$ cat src/rtl/modn_counter_pkg.sv
// Shared constants for the programmable mod-M counter: request priority codes
// and the smallest modulus the counter accepts.
package modn_counter_pkg;

  localparam int unsigned OP_W = 2;

  localparam logic [OP_W-1:0] OP_HOLD  = 2'd0;
  localparam logic [OP_W-1:0] OP_MOD   = 2'd1;
  localparam logic [OP_W-1:0] OP_LOAD  = 2'd2;
  localparam logic [OP_W-1:0] OP_COUNT = 2'd3;

  localparam int unsigned MIN_MODULUS = 2;

endpackage

$ cat src/rtl/modn_step_unit.sv
// Combinational next-count calculator: advances count by s (already clamped
// to m-1) up or down, wrapping modulo m or saturating at the bounds.
module modn_step_unit #(
  parameter int unsigned WIDTH = 8
) (
  input  logic [WIDTH-1:0] count,
  input  logic [WIDTH-1:0] m,
  input  logic [WIDTH-1:0] s,
  input  logic             up,
  input  logic             sat,
  output logic [WIDTH-1:0] next,
  output logic             wrap
);

  localparam int unsigned EXT_W = WIDTH + 1;

  logic [EXT_W-1:0] sum;
  logic [EXT_W-1:0] borrow_sum;

  // One spare bit keeps count+s and count+m-s exact before reduction.
  assign sum        = {1'b0, count} + {1'b0, s};
  assign borrow_sum = {1'b0, count} + {1'b0, m} - {1'b0, s};

  always_comb begin
    next = count;
    wrap = 1'b0;
    if (up) begin
      if (sum < {1'b0, m}) begin
        next = WIDTH'(sum);
      end else if (sat) begin
        next = m - WIDTH'(1);
      end else begin
        next = WIDTH'(sum - {1'b0, m});
        wrap = 1'b1;
      end
    end else begin
      if (count >= s) begin
        next = count - s;
      end else if (sat) begin
        next = '0;
      end else begin
        next = WIDTH'(borrow_sum);
        wrap = 1'b1;
      end
    end
  end

endmodule

$ cat src/rtl/modn_counter_gen.sv
// Run-time programmable mod-M up/down counter with enable, variable step,
// synchronous load, wrap-or-saturate mode and terminal/wrap status.
module modn_counter_gen
  import modn_counter_pkg::*;
#(
  parameter int unsigned WIDTH     = 8,
  parameter int unsigned N_DEFAULT = 11,
  parameter int unsigned STEP_W    = 4
) (
  input  logic              Clk,
  input  logic              reset,
  input  logic              En,
  input  logic              UpOrDown,
  input  logic              Sat,
  input  logic [STEP_W-1:0] Step,
  input  logic              Load,
  input  logic [WIDTH-1:0]  LoadVal,
  input  logic              ModSet,
  input  logic [WIDTH-1:0]  ModVal,
  output logic [WIDTH-1:0]  Count,
  output logic [WIDTH-1:0]  Modulus,
  output logic              Wrap,
  output logic              AtMax,
  output logic              AtMin,
  output logic              ModErr
);

  localparam int unsigned CMP_W = (WIDTH > STEP_W) ? WIDTH : STEP_W;

  if (N_DEFAULT < MIN_MODULUS || N_DEFAULT > (2 ** WIDTH) - 1) begin : g_bad_default
    $error("modn_counter_gen: N_DEFAULT out of range 2 .. 2**WIDTH-1");
  end

  logic [OP_W-1:0]  op;
  logic [WIDTH-1:0] max_count;
  logic [CMP_W-1:0] step_ext;
  logic [CMP_W-1:0] max_ext;
  logic [WIDTH-1:0] eff_step;
  logic [WIDTH-1:0] step_next;
  logic             step_wrap;
  logic             mod_ok;

  assign max_count = Modulus - WIDTH'(1);
  assign step_ext  = CMP_W'(Step);
  assign max_ext   = CMP_W'(max_count);
  assign eff_step  = (step_ext < max_ext) ? WIDTH'(step_ext) : max_count;
  assign mod_ok    = (ModVal >= WIDTH'(MIN_MODULUS));

  // Only the highest-priority request of the cycle is acted on.
  always_comb begin
    op = OP_HOLD;
    if (ModSet) begin
      op = OP_MOD;
    end else if (Load) begin
      op = OP_LOAD;
    end else if (En) begin
      op = OP_COUNT;
    end
  end

  modn_step_unit #(
    .WIDTH (WIDTH)
  ) u_step (
    .count (Count),
    .m     (Modulus),
    .s     (eff_step),
    .up    (UpOrDown),
    .sat   (Sat),
    .next  (step_next),
    .wrap  (step_wrap)
  );

  always_ff @(posedge Clk or posedge reset) begin
    if (reset) begin
      Count   <= '0;
      Modulus <= WIDTH'(N_DEFAULT);
      Wrap    <= 1'b0;
      ModErr  <= 1'b0;
    end else begin
      Wrap   <= 1'b0;
      ModErr <= 1'b0;
      case (op)
        OP_MOD: begin
          if (mod_ok) begin
            Modulus <= ModVal;
            Count   <= '0;
          end else begin
            ModErr <= 1'b1;
          end
        end
        OP_LOAD: begin
          Count <= (LoadVal >= Modulus) ? max_count : LoadVal;
        end
        OP_COUNT: begin
          Count <= step_next;
          Wrap  <= step_wrap;
        end
        default: ;
      endcase
    end
  end

  assign AtMax = (Count == max_count);
  assign AtMin = (Count == '0);

endmodule
$ cat config.mk
export PLATFORM = sky130hd
export DESIGN_NAME = modn_counter_gen
export DESIGN_NICKNAME = d
export VERILOG_FILES = /design/src/rtl/modn_counter_pkg.sv /design/src/rtl/modn_step_unit.sv /design/src/rtl/modn_counter_gen.sv
export SDC_FILE = /design/constraint.sdc
export NUM_CORES = 1
export LEC_CHECK = 0
export BUFFER_PORTS_ARGS = -buffer_cell sky130_fd_sc_hd__buf_4
export CAP_MARGIN = 10
export CELL_PAD_IN_SITES_DETAIL_PLACEMENT = 1
export CELL_PAD_IN_SITES_GLOBAL_PLACEMENT = 1
export CORE_MARGIN = 3
export CORE_UTILIZATION = 40
export DETAILED_ROUTE_END_ITERATION = 10
export GPL_TIMING_DRIVEN = 0
export PLACE_DENSITY = 0.76
export SLEW_MARGIN = 20
export SYNTH_ARGS = -nofsm -noshare
export SYNTH_HDL_FRONTEND = slang
export SYNTH_SLANG_ARGS = --single-unit
$ cat constraint.sdc
create_clock -name Clk -period 6.55 [get_ports Clk]
set_input_delay 0 -clock Clk [delete_from_list [all_inputs] [get_ports Clk]]
set_output_delay 0 -clock Clk [all_outputs]
set_load 0.02 [all_outputs]
; After elaboration in Yosys (flattened, before gate mapping)
; Cells that the tools add are included.
[op_classes]
n_mux = 19
n_reduce_logical = 4
addsub = 6
order_cmp = 5
n_eq_ne = 5
[op_table]
columns = cell, count
row1 = two-way mux 8 bit, 8
row2 = case mux 8 bit (3 select lines), 1
row3 = subtractor 8 bit, 3
row4 = greater-or-equal comparator 8 bit, 2
row5 = adder 8 x 8 -> 9 bit, 1
row6 = less-than comparator 9 x 8 -> 1 bit, 1
row7 = adder 8 bit, 1
row8 = == test 8 bit, 1
row9 = greater-or-equal comparator 8 x 2 -> 1 bit (second input constant), 1
row10 = zero test 8 bit, 1
row11 = less-than comparator 4 x 8 -> 1 bit, 1
row12 = subtractor 8 x 1 -> 8 bit (second input constant), 1
row13 = two-way mux 1 bit, 7
row14 = two-way mux 2 bit, 3
row15 = == test 2 bit (second input constant), 2
row16 = AND reduction 2 bit, 2
row17 = nonzero test 3 bit, 1
row18 = == test 2 x 1 -> 1 bit (second input constant), 1
row19 = inequality test 2 bit (second input constant), 1
[word_totals]
in_bits = 27
word_cells = 43
reg_bits = 18
out_inout_bits = 20

; Longest topological paths before layout
[logic_depth]
word_depth = 9
depth_mapped = 27
depth_no_buf = 26

; Hierarchy
; From an unflattened synthesis, not the netlist that was laid out.
[hier_totals]
hier_cells = 436
hier_area_um2 = 3475.8
[by_module_without_submodules]
columns = module, instances, area_each_um2, seq_area_each_um2, cells_per_inst
row1 = modn_step_unit, 1, 2063.2, 0.0, 276
row2 = modn_counter_gen, 1, 1412.6, 454.2, 160

; Worst setup path after synthesis
; Ideal clock, no wire load.
[synth_timing]
kind = flip-flop to flip-flop
startpoint = register Modulus[0]
endpoint = register Count[7]
t_required_ps = 6426
setup_ps = 124
period_less_slack_ps = 5736
path_buffers = 2
arrival_ps = 5612
slack_ps = 814
stages_incl_launch_ff = 27
cell_sequence = dfstp_2 -> clkbuf_1 -> inv_1 -> ha_1 -> xor2_1 -> inv_1 -> ha_1 -> a21oi_1 -> nor2b_1 -> o211ai_2 -> o21ai_0 -> ha_1 -> inv_1 -> fa_1 -> nor2b_4 -> o21ai_2 -> a221oi_1 -> nor2_1 -> xnor2_1 -> ha_1 -> a21oi_1 -> o221ai_2 -> a21o_1 -> or2_1 -> buf_6 -> mux2_4 -> a211o_1
[synth_between]
elab_chain_cells = 9
word_cells_on_any_way = 18
cone_classes = add/sub: 6 / order compare: 4 / mux: 8
[synth_rtl]
columns = element, line_no
row1 = from (decl), modn_counter_gen.sv:21  ; output logic [WIDTH-1:0] Modulus,
row2 = from (signal assigned), modn_counter_gen.sv:76  ; Modulus <= WIDTH'(N_DEFAULT);
row3 = from (signal assigned), modn_counter_gen.sv:85  ; Modulus <= ModVal;
row4 = subtractor 8 x 1 -> 8 bit, "modn_step_unit.sv:31, modn_counter_gen.sv:43"
row5 = less-than comparator 4 x 8 -> 1 bit, modn_counter_gen.sv:46  ; assign eff_step = (step_ext < max_ext) ? WIDTH'(step_ext) : max_count;
row6 = two-way mux 8 bit, modn_counter_gen.sv:46
row7 = adder 8 x 8 -> 9 bit, modn_step_unit.sv:21  ; assign sum = {1'b0, count} + {1'b0, s};
row8 = subtractor 8 bit, modn_step_unit.sv:33  ; next = WIDTH'(sum - {1'b0, m});
row9 = two-way mux 8 bit, modn_step_unit.sv:30  ; end else if (sat) begin
row10 = two-way mux 8 bit, modn_step_unit.sv:28  ; if (sum < {1'b0, m}) begin
row11 = two-way mux 8 bit, modn_step_unit.sv:27  ; if (up) begin
row12 = case mux 8 bit (3 select lines) (*), modn_counter_gen.sv:82  ; case (op)
row13 = to (signal assigned), modn_counter_gen.sv:92  ; Count <= (LoadVal >= Modulus) ? max_count : LoadVal;
row14 = to (signal assigned), modn_counter_gen.sv:95  ; Count <= step_next;
row15 = to (decl), modn_counter_gen.sv:20  ; output logic [WIDTH-1:0] Count,
; Mark *: on every way between the ends. The rest lies on a longest branch, timed or not.
; A chain may end at the register's enable or synchronous reset.

; Final worst setup path
; Ends and elaborated chain as after synthesis.

==> out/metrics.cfg <==
[clock_network]
htree_levels=1
cts_buffer_depth=2
cts_setup_buffers=0
cts_root_buf=clkbuf_8
tritoncts=built
clock-sinks=18
clkLatencyLatePin_ps=270
cts_buffers=3
clk_transition_reported_paths_ps=80

[final_layout]
drive_gt1_share_pct=16.7
fin_nets=555
nFillCells=967
antenna_cells=0
area.growth.synth_to_final_pct=21.1

[critical_path]
critical_path_required_ps=6700
critPathLaunchType=flip-flop
crit_path_end_kind=flip-flop
cp_max_fo=11
cp.arrival_ps=6280
path_class=reg -> reg

[route]
first_pass_iters=4
drtIter0Drc=106
wl_microns=10800
viasPerCell=5.63
drc_errors=0
route.vias.total=3234
wl_per_cell_microns=18.8
ant_nets=0

[pwr]
peakVddDrop_uv=93.0
pwr-share-seq_pct=14.6
p_sw_uw=570
switching_share_pct=51.2
total_power_mw=1.11
powerDensity_nw_per_um2=284
internal-power_uw=543
p_leak_nw=1.90
clockPowerShare_pct=9.0
power_frac_comb_pct=76.4

[floorplan]
start_util_pct=41.6
rows=32
die_area_sq_um=9190
die_h_microns=95.9
die_x_microns=95.9
ios=47
coreArea_sq_um=7770

[logic_synthesis]
syn_area_sq_um=3230
yosysMostFrequentCell=inv_1
synth_mux_area_share_pct=3.95
ys_top_cells_by_count=inv_1 (47), ha_1 (45), nand2_1 (38), a21oi_1 (31), nor2_1 (24)
yosys_warnings=0
synth-xor-area-share_pct=9.22
synth_top_family_by_area=adder cells
async_flop_share_pct=100
netlist_instances=407
synth_compound_area_share_pct=22.7
ys_types=67
synthDominantCellAreaShare_pct=17.4
synthSimpleGateAreaFrac_pct=18.5
synth-seq-cells=18
synth.top_cells.by_area=ha_1 (17%), dfrtp_1 (12%), xnor2_1 (6.2%), fa_1 (6.2%), inv_1 (5.5%)
synth_edf_count=0
yosysTopAreaCell=ha_1
synthAdderAreaFrac_pct=23.6
synth_flop_cell=dfrtp_1
avgSynthCellArea_sq_um=7.94
ys_seq_area_share_pct=14.1

[sta]
whs_ps=16.2
rsz0062_at_grt=false
drv_slew=0
worstMarginPinSlew_ps=793
slew_headroom_pct=47.0
finalCriticalPeriod_ps=6120
fin_tns_setup_ps=0
setup_viol=0
finalHoldViolCount=0
fin_crit_sh_pct=93.5
fmax_ghz=0.163
finClkSkew_ps=4.09

[hold_path]
hold_class=in -> reg

[flow_run]
drv_cap=0

[placed_design]
place_congestion=0.845
io_buffers=44
dp_hpwl_microns=9020

[grt]
globalRoute.totalOverflow=0
grt_pass1_wl_microns=17700
antenna_found_initial=0
grt_util_all_layers_pct=25.3
grt_pass1_vias=3493
grt_start_max_net_pins=19

[status]
outcome=finished, final reports clean

worst paths after layout:
kind | to | cells past startpoint | slack, ps | startpoint
hold reg to reg | Modulus[1] | 2 | 510 | Modulus[1]
hold / removal | ModErr | 2 | 20 | ModSet
setup reg to reg | Count[7] | 24 | 430 | Modulus[0]
max in group asynchronous | Count[7] | 3 | 5610 | reset
min in group asynchronous | Modulus[2] | 3 | 440 | reset
setup / recovery | Count[7] | 24 | 430 | Modulus[0]
through the flow:
| stage | instances | util (%) | worst slack (ps) | cell area (sq um) |
|---|---|---|---|---|
| 2_1_floorplan | 416 | - | 814 | 3260 |
| 3_3_place_gp | 562 | 47.9 | -256 | 3720 |
| 3_5_place_dp | 562 | 47.9 | -308 | 3720 |
| 4_1_cts | 574 | 49.8 | 136 | 3870 |
| 5_1_grt | 574 | 50.4 | 67.9 | 3910 |
| 6_report | 574 | 50.4 | 425 | 3910 |
flip-flops by register name, summed over array words and instances (netlist names):
| signal | cells |
|---|---|
| ModErr | 1 |
| Count | 8 |
| Modulus | 8 |
| Wrap | 1 |
worst max-delay path, cell delays in order (launching register included):
cell and delay (ps):
dfstp_2 680, inv_1 110, ha_1 400, ha_1 300
o21ai_0 70, nand2b_1 90, a21oi_1 180, nor2b_1 100
o211ai_4 300, mux2i_1 460, inv_1 90, ha_1 400
inv_1 150, nor4_1 330, nor3_1 140, a21oi_1 200
xnor2_1 190, ha_1 300, inv_1 110, o221ai_2 110
a21o_1 250, or2_1 270, buf_6 150, mux2_4 300
a211o_1 300
layout by cell type, fill, tap and decap left out, drive strengths merged, types with 2 or more instances in the layout:
cell,Yosys,routed
a21oi,33,33
o221ai,3,3
fa,10,10
o21ai,20,20
nor2,24,24
a211o,4,4
or4,3,3
xnor2,23,23
nand2b,5,5
a21o,4,4
dlygate4sd3,0,9
nor3b,4,4
and2,4,4
buf,9,53
mux2i,9,9
a211oi,2,2
o21a,4,4
or2,2,2
nor2b,6,6
nor3,12,12
inv,48,48
a32oi,2,2
a22oi,2,2
nor4,6,6
ha,45,45
o21bai,5,5
xor2,11,11
o2111a,2,2
nand2,38,38
o211ai,8,8
mux2,3,3
nand3,7,7
dfstp,3,3
clkbuf,4,7
and3,3,3
conb,2,11
dfrtp,15,15
o31ai,5,5
timing repair:
| action | CTS | global route |
|---|---|---|
| pin swaps | 0 | 1 |
| hold buffers | 9 | 0 |
| gates resized for setup | 2 | 6 |
| endpoints found under the hold margin | 23 | 0 |
| setup endpoints to repair | 9 | 9 |
area by class of cell:
class | count | area (sq um) | share of cell area (%)
well taps | 102 | 128 | 3.26
plain buffers | 12 | 66.3 | 1.69
flip-flops and latches | 18 | 454 | 11.6
inverters | 48 | 180 | 4.61
repair buffers | 53 | 420 | 10.7
clock buffers | 4 | 55.1 | 1.41
multi-input cells | 337 | 2610 | 66.7
power groups by stage:
| stage | registers, mW | clock network [mW] | logic (mW) |
|---|---|---|---|
| floorplan | 0.168 | 0 | 0.598 |
| finish | 0.163 | 0.100 | 0.850 |
| global route | 0.166 | 0.106 | 0.945 |
| global placement | 0.161 | 0 | 0.791 |
| detailed placement | 0.162 | 0 | 0.826 |
| CTS | 0.162 | 0.0994 | 0.836 |
metal layers:
layer	track usage (%)	up-vias	share of wire, %
li1	-	1542	-
met1	31.7	1619	44
met2	46.7	61	51
met3	2.27	12	3.4
met4	5.21	0	1.3
met5	0	-	0
cells by family (layout without fill, tap and decap cells):
kind of cell,Yosys count,after routing
AND/OR/NAND/NOR,120,120
flip-flops,18,18
multiplexers,12,12
adder cells (fa/ha/maj),55,55
buffers and inverters,61,117
other,2,11
XOR/XNOR,34,34
AO/OA/AOI/OAI,105,105
No activity file was read; power rests on OpenSTA's default activity.
